### src/rtl/dmi_pkg.sv
// Shared constants and types for the DMI responder: register addresses,
// DMI op/response encodings, abstract-command error codes and field positions.
package dmi_pkg;

    localparam logic [6:0] ADDR_DATA0      = 7'h04;
    localparam logic [6:0] ADDR_DATA1      = 7'h05;
    localparam logic [6:0] ADDR_DMCONTROL  = 7'h10;
    localparam logic [6:0] ADDR_DMSTATUS   = 7'h11;
    localparam logic [6:0] ADDR_ABSTRACTCS = 7'h16;
    localparam logic [6:0] ADDR_COMMAND    = 7'h17;
    localparam logic [6:0] ADDR_PROGBUF0   = 7'h20;

    localparam int PROGBUF_N = 4;

    typedef enum logic [1:0] {
        OP_NOP   = 2'd0,
        OP_READ  = 2'd1,
        OP_WRITE = 2'd2,
        OP_RSVD  = 2'd3
    } dmi_op_e;

    typedef enum logic [1:0] {
        RESP_OK     = 2'd0,
        RESP_FAILED = 2'd2
    } dmi_resp_e;

    typedef enum logic [2:0] {
        CMDERR_NONE       = 3'd0,
        CMDERR_BUSY       = 3'd1,
        CMDERR_NOTSUP     = 3'd2,
        CMDERR_EXCEPTION  = 3'd3,
        CMDERR_HALTRESUME = 3'd4
    } cmderr_e;

    typedef enum logic {
        ST_IDLE = 1'b0,
        ST_RESP = 1'b1
    } dmi_state_e;

    // dmcontrol field positions
    localparam int DMCTL_HALTREQ   = 31;
    localparam int DMCTL_RESUMEREQ = 30;
    localparam int DMCTL_NDMRESET  = 1;
    localparam int DMCTL_DMACTIVE  = 0;

    // abstractcs field positions
    localparam int ACS_PBSIZE_LSB = 24;
    localparam int ACS_BUSY       = 12;
    localparam int ACS_CMDERR_LSB = 8;

endpackage

### src/rtl/dmi_abstract_cmd.sv
// Abstract command tracker: busy flag, sticky cmderr and the command
// handshake toward the hart's debug logic.
module dmi_abstract_cmd
    import dmi_pkg::*;
#(
    parameter int CMD_W = 32
) (
    input  logic             clk,
    input  logic             reset_n,
    input  logic             clear,
    input  logic             cmd_write,
    input  logic [CMD_W-1:0] cmd_wdata,
    input  logic             data_access,
    input  logic [2:0]       cmderr_w1c,
    input  logic             hart_halted,
    input  logic             cmd_ready,
    input  logic             cmd_done,
    input  logic             cmd_exc,
    output logic             busy,
    output logic [2:0]       cmderr,
    output logic             cmd_valid,
    output logic [CMD_W-1:0] cmd
);

    logic             busy_n;
    logic             cmd_valid_n;
    logic [2:0]       cmderr_n;
    logic [CMD_W-1:0] cmd_n;

    // Next-state: completion first, then new requests, then errors; clear wins
    always_comb begin
        busy_n      = busy;
        cmd_valid_n = cmd_valid;
        cmd_n       = cmd;
        cmderr_n    = cmderr & ~cmderr_w1c;

        if (cmd_valid && cmd_ready)
            cmd_valid_n = 1'b0;

        // done may arrive before the handshake completes; it retires both
        if (busy && cmd_done) begin
            busy_n      = 1'b0;
            cmd_valid_n = 1'b0;
            if (cmd_exc)
                cmderr_n = CMDERR_EXCEPTION;
        end

        if (cmd_write) begin
            if (busy) begin
                if (cmderr == CMDERR_NONE)
                    cmderr_n = CMDERR_BUSY;
            end else if (cmderr != CMDERR_NONE) begin
                cmderr_n = cmderr;
            end else if (!hart_halted) begin
                cmderr_n = CMDERR_HALTRESUME;
            end else begin
                cmd_n       = cmd_wdata;
                cmd_valid_n = 1'b1;
                busy_n      = 1'b1;
            end
        end

        if (data_access && busy && cmderr == CMDERR_NONE)
            cmderr_n = CMDERR_BUSY;

        if (clear) begin
            busy_n      = 1'b0;
            cmd_valid_n = 1'b0;
            cmd_n       = '0;
            cmderr_n    = CMDERR_NONE;
        end
    end

    // State registers
    always_ff @(posedge clk or negedge reset_n) begin
        if (!reset_n) begin
            busy      <= 1'b0;
            cmd_valid <= 1'b0;
            cmd       <= '0;
            cmderr    <= CMDERR_NONE;
        end else begin
            busy      <= busy_n;
            cmd_valid <= cmd_valid_n;
            cmd       <= cmd_n;
            cmderr    <= cmderr_n;
        end
    end

endmodule

### src/rtl/dmi_responder.sv
// DMI target with a minimal debug-module register set for one hart.
// Optional program buffer (progbuf0..3 at 0x20-0x23) when DMI_PROGBUF_EN is defined.
module dmi_responder
    import dmi_pkg::*;
#(
    parameter int DATACOUNT = 2,
    parameter int CMD_W     = 32
) (
    input  logic             clk,
    input  logic             reset_n,
    input  logic             debug_req_valid,
    output logic             debug_req_ready,
    input  logic [6:0]       debug_req_bits_addr,
    input  logic [1:0]       debug_req_bits_op,
    input  logic [31:0]      debug_req_bits_data,
    output logic             debug_resp_valid,
    input  logic             debug_resp_ready,
    output logic [1:0]       debug_resp_bits_resp,
    output logic [31:0]      debug_resp_bits_data,
    output logic             halt_req,
    output logic             resume_req,
    output logic             ndmreset,
    output logic             dmactive,
    input  logic             hart_halted,
    input  logic             hart_running_ack,
    output logic             cmd_valid,
    input  logic             cmd_ready,
    output logic [CMD_W-1:0] cmd,
    input  logic             cmd_done,
    input  logic             cmd_exc,
    output logic [31:0]      data0,
    output logic [31:0]      data1,
`ifdef DMI_PROGBUF_EN
    output logic [PROGBUF_N-1:0][31:0] progbuf,
`endif
    input  logic             data_we,
    input  logic             data_sel,
    input  logic [31:0]      data_wdata
);

`ifdef DMI_PROGBUF_EN
    localparam logic [4:0] PROGBUF_SIZE = 5'(PROGBUF_N);
`else
    localparam logic [4:0] PROGBUF_SIZE = 5'd0;
`endif

    dmi_state_e  state_q, state_n;
    dmi_op_e     op;
    logic [6:0]  addr;
    logic [31:0] wdata;
    logic        accept, is_rd, is_wr, pb_hit, dm_clear;
    logic        wr_dmctl, wr_acs, wr_cmd, wr_data0, wr_data1, wr_pb, data_access;
    logic        haltreq_q, resumeack_q, busy;
    logic [2:0]  cmderr;
    logic [1:0]  resp_n;
    logic [31:0] rdata_n;

    assign op     = dmi_op_e'(debug_req_bits_op);
    assign addr   = debug_req_bits_addr;
    assign wdata  = debug_req_bits_data;
    assign accept = debug_req_valid && debug_req_ready;
    assign is_rd  = accept && (op == OP_READ);
    assign is_wr  = accept && (op == OP_WRITE);
`ifdef DMI_PROGBUF_EN
    assign pb_hit = (addr[6:2] == ADDR_PROGBUF0[6:2]);
`else
    assign pb_hit = 1'b0;
`endif

    // While inactive only dmcontrol writes land; everything else is held cleared
    assign wr_dmctl    = is_wr && addr == ADDR_DMCONTROL;
    assign dm_clear    = !dmactive || (wr_dmctl && !wdata[DMCTL_DMACTIVE]);
    assign wr_acs      = is_wr && dmactive && addr == ADDR_ABSTRACTCS;
    assign wr_cmd      = is_wr && dmactive && addr == ADDR_COMMAND;
    assign wr_data0    = is_wr && dmactive && !busy && addr == ADDR_DATA0;
    assign wr_data1    = is_wr && dmactive && !busy && addr == ADDR_DATA1;
    assign wr_pb       = is_wr && dmactive && !busy && pb_hit;
    assign data_access = (is_rd || is_wr) && dmactive &&
                         (addr == ADDR_DATA0 || addr == ADDR_DATA1 || pb_hit);

    dmi_abstract_cmd #(.CMD_W(CMD_W)) u_abstract_cmd (
        .clk         (clk),
        .reset_n     (reset_n),
        .clear       (dm_clear),
        .cmd_write   (wr_cmd),
        .cmd_wdata   (CMD_W'(wdata)),
        .data_access (data_access),
        .cmderr_w1c  (wr_acs ? wdata[ACS_CMDERR_LSB +: 3] : 3'b000),
        .hart_halted (hart_halted),
        .cmd_ready   (cmd_ready),
        .cmd_done    (cmd_done),
        .cmd_exc     (cmd_exc),
        .busy        (busy),
        .cmderr      (cmderr),
        .cmd_valid   (cmd_valid),
        .cmd         (cmd)
    );

    // FSM state register
    always_ff @(posedge clk or negedge reset_n) begin
        if (!reset_n) state_q <= ST_IDLE;
        else          state_q <= state_n;
    end

    // FSM next state: one response per accepted request
    always_comb begin
        state_n = state_q;
        case (state_q)
            ST_IDLE: if (debug_req_valid)  state_n = ST_RESP;
            ST_RESP: if (debug_resp_ready) state_n = ST_IDLE;
            default: state_n = ST_IDLE;
        endcase
    end

    // FSM outputs
    always_comb begin
        debug_req_ready  = (state_q == ST_IDLE);
        debug_resp_valid = (state_q == ST_RESP);
    end

    // Read mux and response code for the request being accepted
    always_comb begin
        resp_n  = RESP_OK;
        rdata_n = '0;
        case (op)
            OP_READ: begin
                case (addr)
                    ADDR_DATA0:      rdata_n = data0;
                    ADDR_DATA1:      rdata_n = data1;
                    ADDR_DMCONTROL:  rdata_n = {haltreq_q, 29'd0, ndmreset, dmactive};
                    ADDR_DMSTATUS:   rdata_n = {14'd0, {2{resumeack_q}}, 4'd0,
                                                {2{!hart_halted}}, {2{hart_halted}},
                                                1'b1, 3'd0, 4'd2};
                    ADDR_ABSTRACTCS: rdata_n = {3'd0, PROGBUF_SIZE, 11'd0, busy, 1'b0,
                                                cmderr, 4'd0, 4'(DATACOUNT)};
                    default: begin
`ifdef DMI_PROGBUF_EN
                        if (pb_hit) rdata_n = progbuf[addr[1:0]];
`endif
                    end
                endcase
            end
            OP_RSVD: resp_n = RESP_FAILED;
            default: ;
        endcase
    end

    // Latch the response at acceptance; held until the DTM takes it
    always_ff @(posedge clk or negedge reset_n) begin
        if (!reset_n) begin
            debug_resp_bits_resp <= '0;
            debug_resp_bits_data <= '0;
        end else if (accept) begin
            debug_resp_bits_resp <= resp_n;
            debug_resp_bits_data <= rdata_n;
        end
    end

    // dmcontrol fields and resume request / sticky acknowledge
    always_ff @(posedge clk or negedge reset_n) begin
        if (!reset_n) begin
            dmactive    <= 1'b0;
            haltreq_q   <= 1'b0;
            ndmreset    <= 1'b0;
            resume_req  <= 1'b0;
            resumeack_q <= 1'b0;
        end else begin
            if (resume_req && hart_running_ack) begin
                resume_req  <= 1'b0;
                resumeack_q <= 1'b1;
            end
            if (dm_clear) begin
                haltreq_q   <= 1'b0;
                ndmreset    <= 1'b0;
                resume_req  <= 1'b0;
                resumeack_q <= 1'b0;
            end
            if (wr_dmctl) begin
                dmactive  <= wdata[DMCTL_DMACTIVE];
                haltreq_q <= wdata[DMCTL_DMACTIVE] & wdata[DMCTL_HALTREQ];
                ndmreset  <= wdata[DMCTL_DMACTIVE] & wdata[DMCTL_NDMRESET];
                // resume is meaningless while also asking for halt
                if (wdata[DMCTL_DMACTIVE] && wdata[DMCTL_RESUMEREQ] && !wdata[DMCTL_HALTREQ]) begin
                    resume_req  <= 1'b1;
                    resumeack_q <= 1'b0;
                end
            end
        end
    end

    assign halt_req = haltreq_q;

    // Data registers: hart writeback beats a DMI write to the same register
    always_ff @(posedge clk or negedge reset_n) begin
        if (!reset_n) begin
            data0 <= '0;
            data1 <= '0;
        end else if (dm_clear) begin
            data0 <= '0;
            data1 <= '0;
        end else begin
            if (data_we && !data_sel) data0 <= data_wdata;
            else if (wr_data0)        data0 <= wdata;
            if (data_we && data_sel)  data1 <= data_wdata;
            else if (wr_data1)        data1 <= wdata;
        end
    end

`ifdef DMI_PROGBUF_EN
    // Program buffer words, writable only while no command is running
    always_ff @(posedge clk or negedge reset_n) begin
        if (!reset_n)          progbuf <= '0;
        else if (dm_clear)     progbuf <= '0;
        else if (wr_pb)        progbuf[addr[1:0]] <= wdata;
    end
`else
    logic unused_pb;
    assign unused_pb = wr_pb;
`endif

endmodule
### config.mk
export PLATFORM = sky130hd
export DESIGN_NAME = dmi_responder
export DESIGN_NICKNAME = d
export VERILOG_FILES = /design/src/rtl/dmi_pkg.sv /design/src/rtl/dmi_abstract_cmd.sv /design/src/rtl/dmi_responder.sv
export SDC_FILE = /design/constraint.sdc
export NUM_CORES = 1
export LEC_CHECK = 0
export ABC_AREA = 1
export ABC_CLOCK_PERIOD_IN_PS = 4500
export CAP_MARGIN = 20
export CELL_PAD_IN_SITES_DETAIL_PLACEMENT = 1
export CELL_PAD_IN_SITES_GLOBAL_PLACEMENT = 1
export CORE_ASPECT_RATIO = 0.7
export CORE_MARGIN = 3
export CORE_UTILIZATION = 36
export CTS_CLUSTER_SIZE = 8
export DETAILED_ROUTE_END_ITERATION = 10
export GPL_ROUTABILITY_DRIVEN = 0
export GPL_TIMING_DRIVEN = 0
export MAX_ROUTING_LAYER = met4
export PLACE_DENSITY = 0.85
export SETUP_SLACK_MARGIN = 0.4
export SYNTH_ARGS = -nofsm -noshare
export SYNTH_HDL_FRONTEND = slang
export SYNTH_HIERARCHICAL = 1
export SYNTH_SLANG_ARGS = --single-unit
### constraint.sdc
create_clock -name clk -period 4.5 [get_ports clk]
set_input_delay 0.9 -clock clk [delete_from_list [all_inputs] [get_ports clk]]
set_output_delay 0.9 -clock clk [all_outputs]
set_load 0.005 [all_outputs]
After elaboration in Yosys (flattened, before gate mapping)

Index checks and enable logic that the tools add are counted.

Bits of input ports: 84
Flip-flop bits (word level): 141
Output and inout port bits: 137

Reductions and logical operators: 39
Multiplexer cells: 51
Eq/ne operators: 12
Bitwise gates (word level): 5

Operators with widths:

| cell                 | count |
|---|---|
| $mux W32             | 12 |
| $pmux W32 S5         | 1 |
| $mux W3              | 10 |
| $eq A7 B5 Y1 const B | 4 |
| $mux W1              | 26 |
| $logic_and A1 B1 Y1  | 22 |
| $eq A7 B3 Y1 const B | 2 |
| $reduce_bool A3 Y1   | 3 |
| $logic_not A1 Y1     | 6 |
| $reduce_bool A2 Y1   | 3 |
| $ne A5 B5 Y1 const B | 1 |
| $eq A2 B2 Y1 const B | 2 |
| $ne A2 B2 Y1 const B | 2 |
| $reduce_and A4 Y1    | 1 |
| $and A3 B3 Y3        | 1 |
| $logic_not A3 Y1     | 1 |
| $logic_or A1 B1 Y1   | 3 |
| $not A3 Y3           | 1 |
| $and A1 B1 Y1        | 2 |
| $eq A2 B1 Y1 const B | 1 |
| $mux W2              | 1 |
| $pmux W1 S2          | 1 |
| $not A1 Y1           | 1 |

Longest topological paths before layout

Gate-level depths: netlist (run 1).

Word-level depth: 16
Depth in mapped cells: 15
Depth with buffers taken out: 14

By module

The synthesis (run 1) kept the hierarchy.

By module, submodules not included:

| module           | area an instance (sq um) | instances | cells an instance |
|---|---|---|---|
| dmi_responder    | 5574.1                   | 1         | 796 |
| dmi_abstract_cmd | 1719.1                   | 1         | 200 |

Worst setup path before layout (run 1)

Ideal clock, no wire load.

Kind: input to register
Start point: input port debug_req_valid
End point: register u_abstract_cmd.cmd[16]
Path slack: 2003 ps
Arrival time: 2380 ps
Stages on the path: 12
Path through: nand2_2 nor2_2 inv_1 nor2_1 nand2_1 nor4_1 inv_1 nor2_1 nand3_2 buf_2 nand3_1 nand2_1

RTL lines:

| item                                | line                   | RTL |
|---|---|---|
| start: declaration                  | dmi_responder.sv:11    | `input logic debug_req_valid,` |
| $logic_and A1 B1 Y1                 | dmi_responder.sv:61    | `assign accept = debug_req_valid && debug_req_ready;` |
| $logic_and A1 B1 Y1                 | dmi_responder.sv:63    | `assign is_wr = accept && (op == OP_WRITE);` |
| $logic_and A1 B1 Y1                 | n/a                    |  |
| $logic_and A1 B1 Y1                 | dmi_responder.sv:74    | `assign wr_cmd = is_wr && dmactive && addr == ADDR_COMMAND;` |
| net wr_cmd                          | dmi_responder.sv:52    | `logic wr_dmctl, wr_acs, wr_cmd, wr_data0, wr_data1, wr_pb, data_access;` |
| $reduce_bool A2 Y1 (no source line) | n/a                    |  |
| $reduce_and A4 Y1 (no source line)  | n/a                    |  |
| end signal: assignment              | dmi_abstract_cmd.sv:84 | `cmd <= cmd_n;` |
| end: declaration                    | dmi_abstract_cmd.sv:22 | `output logic [CMD_W-1:0] cmd` |

The timed path passes the listed nets, and every way through them passes these cells.
A chain may end at the register's enable or synchronous reset.

Final worst setup path (run 1)

Start point: input port debug_req_valid
End point: register u_abstract_cmd.cmd[19]

The elaborated chain is that of the path after synthesis.

==> results of run 1 <==
[state kept, by name (all words and copies together), names as in the netlist]
signal,count
u_abstract_cmd/busy,1
halt_req,1
ndmreset,1
resumeack_q,1
debug_resp_bits_data,32
u_abstract_cmd/cmd,32
u_abstract_cmd/cmd_valid,1
data1,32
debug_resp_valid,1
u_abstract_cmd/cmderr,3
resume_req,1
debug_resp_bits_resp,1
data0,32
dmactive,1
[layout by cell type, fill, tap and decap left out, drive strengths merged, types with 4 or more instances in the layout]
cell type	n
buf	44
bufinv	4
nor2	33
dfrtp	140
nand2	380
nand4	5
inv	66
nand3b	4
clkdlybuf4s50	218
clkinv	6
nand3	222
o21ai	67
clkbuf	42
a21oi	9
[Yosys cell counts (2+ instances only)]
cell type	n
a21oi_1	9
nand2_2	2
buf_6	4
buf_2	32
nor2_2	4
inv_1	55
dfrtp_1	140
clkbuf_1	23
o21ai_0	58
nor2_1	27
nand3b_1	4
o211ai_1	2
o21ai_1	7
nand2_1	377
buf_1	2
nand3_1	219
inv_2	9
buf_4	4
nand4_1	5
nand3_2	3
nor2_4	2
[metal layers]
layer | part of all wire | wire length, um | vias up | track usage
met3 | 0.083 | 2600 | 30 | 0.0782
met4 | 0.011 | 354 | 0 | 0.0540
met1 | 0.48 | 14900 | 3939 | 0.419
met2 | 0.43 | 13400 | 320 | 0.421
li1 | - | - | 3701 | -
met5 | 0 | 0 | - | -
[how the worst max path moves through the flow]
stage / depth (start not counted) / from / endpoint
floorplan: 12 / debug_req_valid / u_abstract_cmd/cmd[16]$_DFFE_PN0P_
global placement: 1 / reset_n / u_abstract_cmd/cmd[10]$_DFFE_PN0P_
detailed placement: 13 / debug_req_valid / u_abstract_cmd/cmd[16]$_DFFE_PN0P_
CTS: 13 / debug_req_valid / u_abstract_cmd/cmd[22]$_DFFE_PN0P_
global route: 13 / debug_req_valid / u_abstract_cmd/cmd[11]$_DFFE_PN0P_
finish: 13 / debug_req_valid / u_abstract_cmd/cmd[19]$_DFFE_PN0P_
[final cells by class]
class	count	area, um2
inverters	65	244
multi-input cells	726	3220
clock inverters	13	189
diodes	2	5.00
clock buffers	19	443
plain buffers	65	329
well taps	264	330
fillers	2406	8910
repair buffers	220	2220
flip-flops and latches	140	3500
[logic make-up after synthesis]
group	Yosys count	share of synthesized area
buf+inv	130	0.0786
simple gates	647	0.384
flops	140	0.480
other cells	1	0.000514
compound gates	78	0.0563
[power groups by stage]
stage	Sequential (mW)	Combinational [mW]	Clock, mW
6_report	1.27	0.303	1.54
5_1_grt	1.27	0.332	1.60
4_1_cts	1.27	0.301	1.54
3_5_place_dp	1.29	0.299	0
3_3_place_gp	1.29	0.288	0
2_1_floorplan	1.29	0.112	0
[per-stage QoR]
step	total power, mW	worst slack (ns)
final	3.11	0.900
after floorplan	1.40	2.00
after CTS	3.11	0.921
after global placement	1.58	-3.33
after detailed placement	1.59	0.489
after global routing	3.20	0.715
==> reports/metrics.cfg, run 1 <==
[outcome]
outcome = completed

[clock_tree]
cts_buffer_depth = 2
cts-root-buf = clkbuf_16
ctsHoldBuffers = 0
cts-buffers-inserted = 17
cts_sinks = 140
clk_pin_slew_ns = 0.07
clock_latency_ns = 0.43
cts_tree = built
cts_resized = 0
ctsHtreeMaxLevel = 4
cts_setup_buffers = 0

[timing]
holdWs_ns = 0.454
setup_tns_ns = 0
fin_crit_sh = 0.800
finClkSkew_ns = 0.00944
hold_violations = 0
tightestPinTransition_ns = 0.894
fmax_ghz = 0.278
relSlewSlack = 0.399
rsz0062_at_grt = no
setup_viol = 0
fin_crit_ns = 3.60
drv_slew = 0

[grt]
antenna_found_initial = 2
grt_pass1_wl_um = 48700
grt-ovfl-total = 0
grt_usage = 0.292
grt_pass1_vias = 8319
grt_max_degree = 80

[synthesis]
synth_area_leader_cell = dfrtp_1
ys.flop_type = dfrtp_1
ys_seq_area_frac = 0.480
postSynth.asyncResetShare = 1.00
syn_avg_cell_area_um2 = 7.32
yosysWarningCount = 6
syn_inst = 996
synth.distinct_cells = 29
synth_top_area_frac = 0.480
synthTopCellsByArea = dfrtp_1 48%, nand2_1 19%, nand3_1 15%
synth_edf_count = 0
synthesis.nets = 1080
synth-seq-cells = 140
syn-cell-area_um2 = 7290

[finish]
fin_cells = 1514
syn_to_final_growth_pct = 43.7
drive_gt1_frac = 0.0777
nets = 1319
final_area_um2 = 10500
utilization = 0.541

[floorplanning]
die_y_um = 125
rows = 42
core_area_um2 = 19400
die_x_um = 176
pin_count = 221
die-area_um2 = 22000
start_util = 0.376

[detailed_routing]
drc = 0
first_pass_iters = 5
vias = 7990
wirelength_um = 31200
dr.first_iter.drc_count = 626
wl_per_cell_um = 20.6
via_per_inst = 5.28
ant_nets = 0

[setup_path]
cp_max_fo = 10
path_cells = clkdlybuf4s50_1, nand2_2, nor2_2, inv_1, nor2_1, nand2_1, nor4_1, inv_1, nor2_1, nand3_2, buf_2, nand3_1, nand2_1
path_buf_inv = 4
crit_type = in2reg
slowest_stage = nor4_1
arrival_ns = 3.92
reg2reg_depth = 13
reg2reg_from = debug_resp_valid$_DFF_PN0_
startpoint_type = input port
slowest_delay_ns = 0.68
rrSetupSlack_ns = 1.41
rr_endpoint = u_abstract_cmd/cmd[19]$_DFFE_PN0P_
required_ns = 4.82
setup.worst_path.end_class = flip-flop
crit_family = simple AND/OR/NAND/NOR gates

[pwr]
p_int_mw = 2.33
leakagePower_nw = 5.34
power_frac_seq = 0.408
powerDensity_nw_per_um2 = 297
clkPwrFrac = 0.495
peakVddDrop_v = 0.000214
p_comb_frac = 0.097
sw_frac_of_total = 0.252
power_switching_mw = 0.785

[place]
place_area_um2 = 9840
placed_cells = 1480
place.detailed.hpwl_um = 24300
io_buffers = 219

[min_path]
hold_path.class = in2async

[run]
max_cap_violations = 0

No activity file was read; power rests on OpenSTA's default activity.
==> run 2: changes to the inputs <==
ABC_CLOCK_PERIOD_IN_PS = 3700   (was 4500)
CORE_UTILIZATION = 33   (was 36)
PLACE_DENSITY = 0.79   (was 0.85)
clock period = 3.7 ns   (was 4.5 ns; I/O delays follow)
==> run 2 against run 1 <==
Power increased by 19%. Sequential power rose by 21%. Largest cell class unchanged. Critical endpoint is now u_abstract_cmd/cmd[17]$_DFFE_PN0P_. Critical path type unchanged. Flip-flop and latch count stayed put. Clock skew rose by 0.0036 ns. Cell count up 0.66%.
==> reports/metrics.cfg, run 2 (synthesized netlist as in run 1, its figures left out) <==
[floorplanning]
pin_count = 221  ; unchanged
rows = 44  ; +4.8%
core_area_um2 = 21200  ; +9.3%
die-area_um2 = 23900  ; +8.7%
die_y_um = 130  ; +4.2%
die_x_um = 184  ; +4.3%
start_util = 0.344  ; -0.0320

[setup_path]
cp_max_fo = 10  ; unchanged
rrSetupSlack_ns = 1.11  ; -0.30 ns
startpoint_type = input port
required_ns = 4.02  ; -0.80 ns
setup.worst_path.end_class = flip-flop
arrival_ns = 3.30  ; -0.62 ns
crit_type = in2reg

[finish]
seqCellArea_um2 = 3500  ; unchanged
final_common_cell = nand2_1
fin_cells = 1524  ; +0.66%
drive_gt1_frac = 0.0778  ; about the same
multi_input_area_um2 = 3240  ; +0.62%
nets = 1319  ; unchanged
syn_to_final_growth_pct = 43.7  ; about the same
final_cell_mix = 377 x nand2_1, 219 x nand3_1, 218 x clkdlybuf4s50_1, 140 x dfrtp_1, 58 x o21ai_0
fill_cells = 2635  ; +9.5%
final_area_um2 = 10500  ; about the same

[pwr]
powerDensity_nw_per_um2 = 353  ; +19%
leakagePower_nw = 5.32  ; -0.28%
peakVddDrop_v = 0.000309  ; +44%

[timing]
drv_slew = 0  ; unchanged
fin_crit_ns = 2.98
fin_crit_sh = 0.805
rsz0062_at_grt = no
relSlewSlack = 0.598  ; +0.199
finClkSkew_ns = 0.0131  ; +0.00364 ns
setup_viol = 0  ; unchanged
fmax_ghz = 0.336
hold_violations = 0  ; unchanged
tightestPinTransition_ns = 0.603  ; -0.291 ns
setup_tns_ns = 0  ; unchanged

[grt]
antenna_found_initial = 1  ; -1
grt_pass1_vias = 8016  ; -3.6%
grt_pass1_wl_um = 47900  ; -1.7%
grt_usage = 0.271  ; -0.0217
grt_max_degree = 90  ; +13%
grt-ovfl-total = 0  ; unchanged

[clock_tree]
cts_setup_buffers = 0  ; unchanged
clk_pin_slew_ns = 0.06  ; about the same
cts-buffers-inserted = 17  ; unchanged
clock_latency_ns = 0.43  ; about the same
ctsHtreeMaxLevel = 4  ; unchanged
ctsHoldBuffers = 0  ; unchanged
cts_sinks = 140  ; unchanged
cts_buffer_depth = 2  ; unchanged
cts_tree = built
cts-root-buf = clkbuf_16

[min_path]
hold_path.class = in2async

[detailed_routing]
vias = 7958  ; -0.40%
dr.first_iter.drc_count = 661  ; +5.6%
ant_nets = 0  ; unchanged
via_per_inst = 5.22  ; -1.1%
wl_per_cell_um = 20.7  ; +0.54%
wirelength_um = 31600  ; +1.2%
first_pass_iters = 5  ; unchanged
drc = 0  ; unchanged

[place]
place.detailed.hpwl_um = 24500  ; +0.87%
io_buffers = 219  ; unchanged
place_area_um2 = 9860  ; +0.15%
placed_cells = 1492  ; +0.81%

[run]
max_cap_violations = 0  ; unchanged

[outcome]
outcome = completed

-- run 2: worst max-delay path: stages --
cell	delay (ns)
clkdlybuf4s50_1	0.53
nand2_2	0.16
nor2_4	0.23
inv_1	0.08
nor2_1	0.17
nand2_1	0.12
nor4_4	0.30
inv_1	0.08
nor2_1	0.24
nand3_2	0.22
buf_2	0.26
nand3_1	0.11
nand2_1	0.06
-- run 2: stage by stage --
step,worst slack [ns],power [mW],hold slack [ns],util
2_1_floorplan,1.36,1.71,0.444,-
3_3_place_gp,-4.06,1.93,0.463,0.464
3_5_place_dp,-0.197,1.94,0.465,0.465
4_1_cts,0.495,3.71,0.263,0.494
5_1_grt,0.495,3.81,0.283,0.494
6_report,0.720,3.70,0.261,0.494
-- run 2: report_power, final --
part           internal [mW]  switching [mW]
logic                  0.142           0.230
clock network           1.06           0.722
registers               1.54         0.00602
total                   2.74           0.958
-- run 2: layout make-up --
cell class	count	share of cell area
Buffer	65	0.0314
Clock buffer	18	0.0410
Inverter	65	0.0233
Clock inverter	13	0.0159
Sequential cell	140	0.334
Tap cell	276	0.0330
Antenna cell	1	0.000239
Timing Repair Buffer	220	0.212
Multi-Input combinational cell	726	0.309
-- run 2: layer usage --
layer | part of all wire | GRT usage
met5 | 0 | -
met4 | 0.0099 | 0.0497
met3 | 0.074 | 0.0562
met2 | 0.42 | 0.382
met1 | 0.50 | 0.404
-- run 2: path summary, 6_finish.rpt --
kind                                                      start                              endpoint  cells past startpoint
max                                             debug_req_valid    u_abstract_cmd/cmd[17]$_DFFE_PN0P_                     13
min                                                     reset_n   debug_resp_bits_data[6]$_DFFE_PN0P_                      1
max reg2reg                          debug_resp_valid$_DFF_PN0_    u_abstract_cmd/cmd[17]$_DFFE_PN0P_                     13
min reg2reg                debug_resp_bits_data[26]$_DFFE_PN0P_  debug_resp_bits_data[26]$_DFFE_PN0P_                      2
max in group asynchronous                               reset_n  u_abstract_cmd/cmderr[0]$_DFFE_PN0P_                      2
min in group clk           debug_resp_bits_data[26]$_DFFE_PN0P_  debug_resp_bits_data[26]$_DFFE_PN0P_                      2
-- run 2: what timing repair did --
item,CTS,global route
hold endpoints to repair,0,0
cloned,0,0
setup endpoints to repair,31,31
resized for setup,1,2
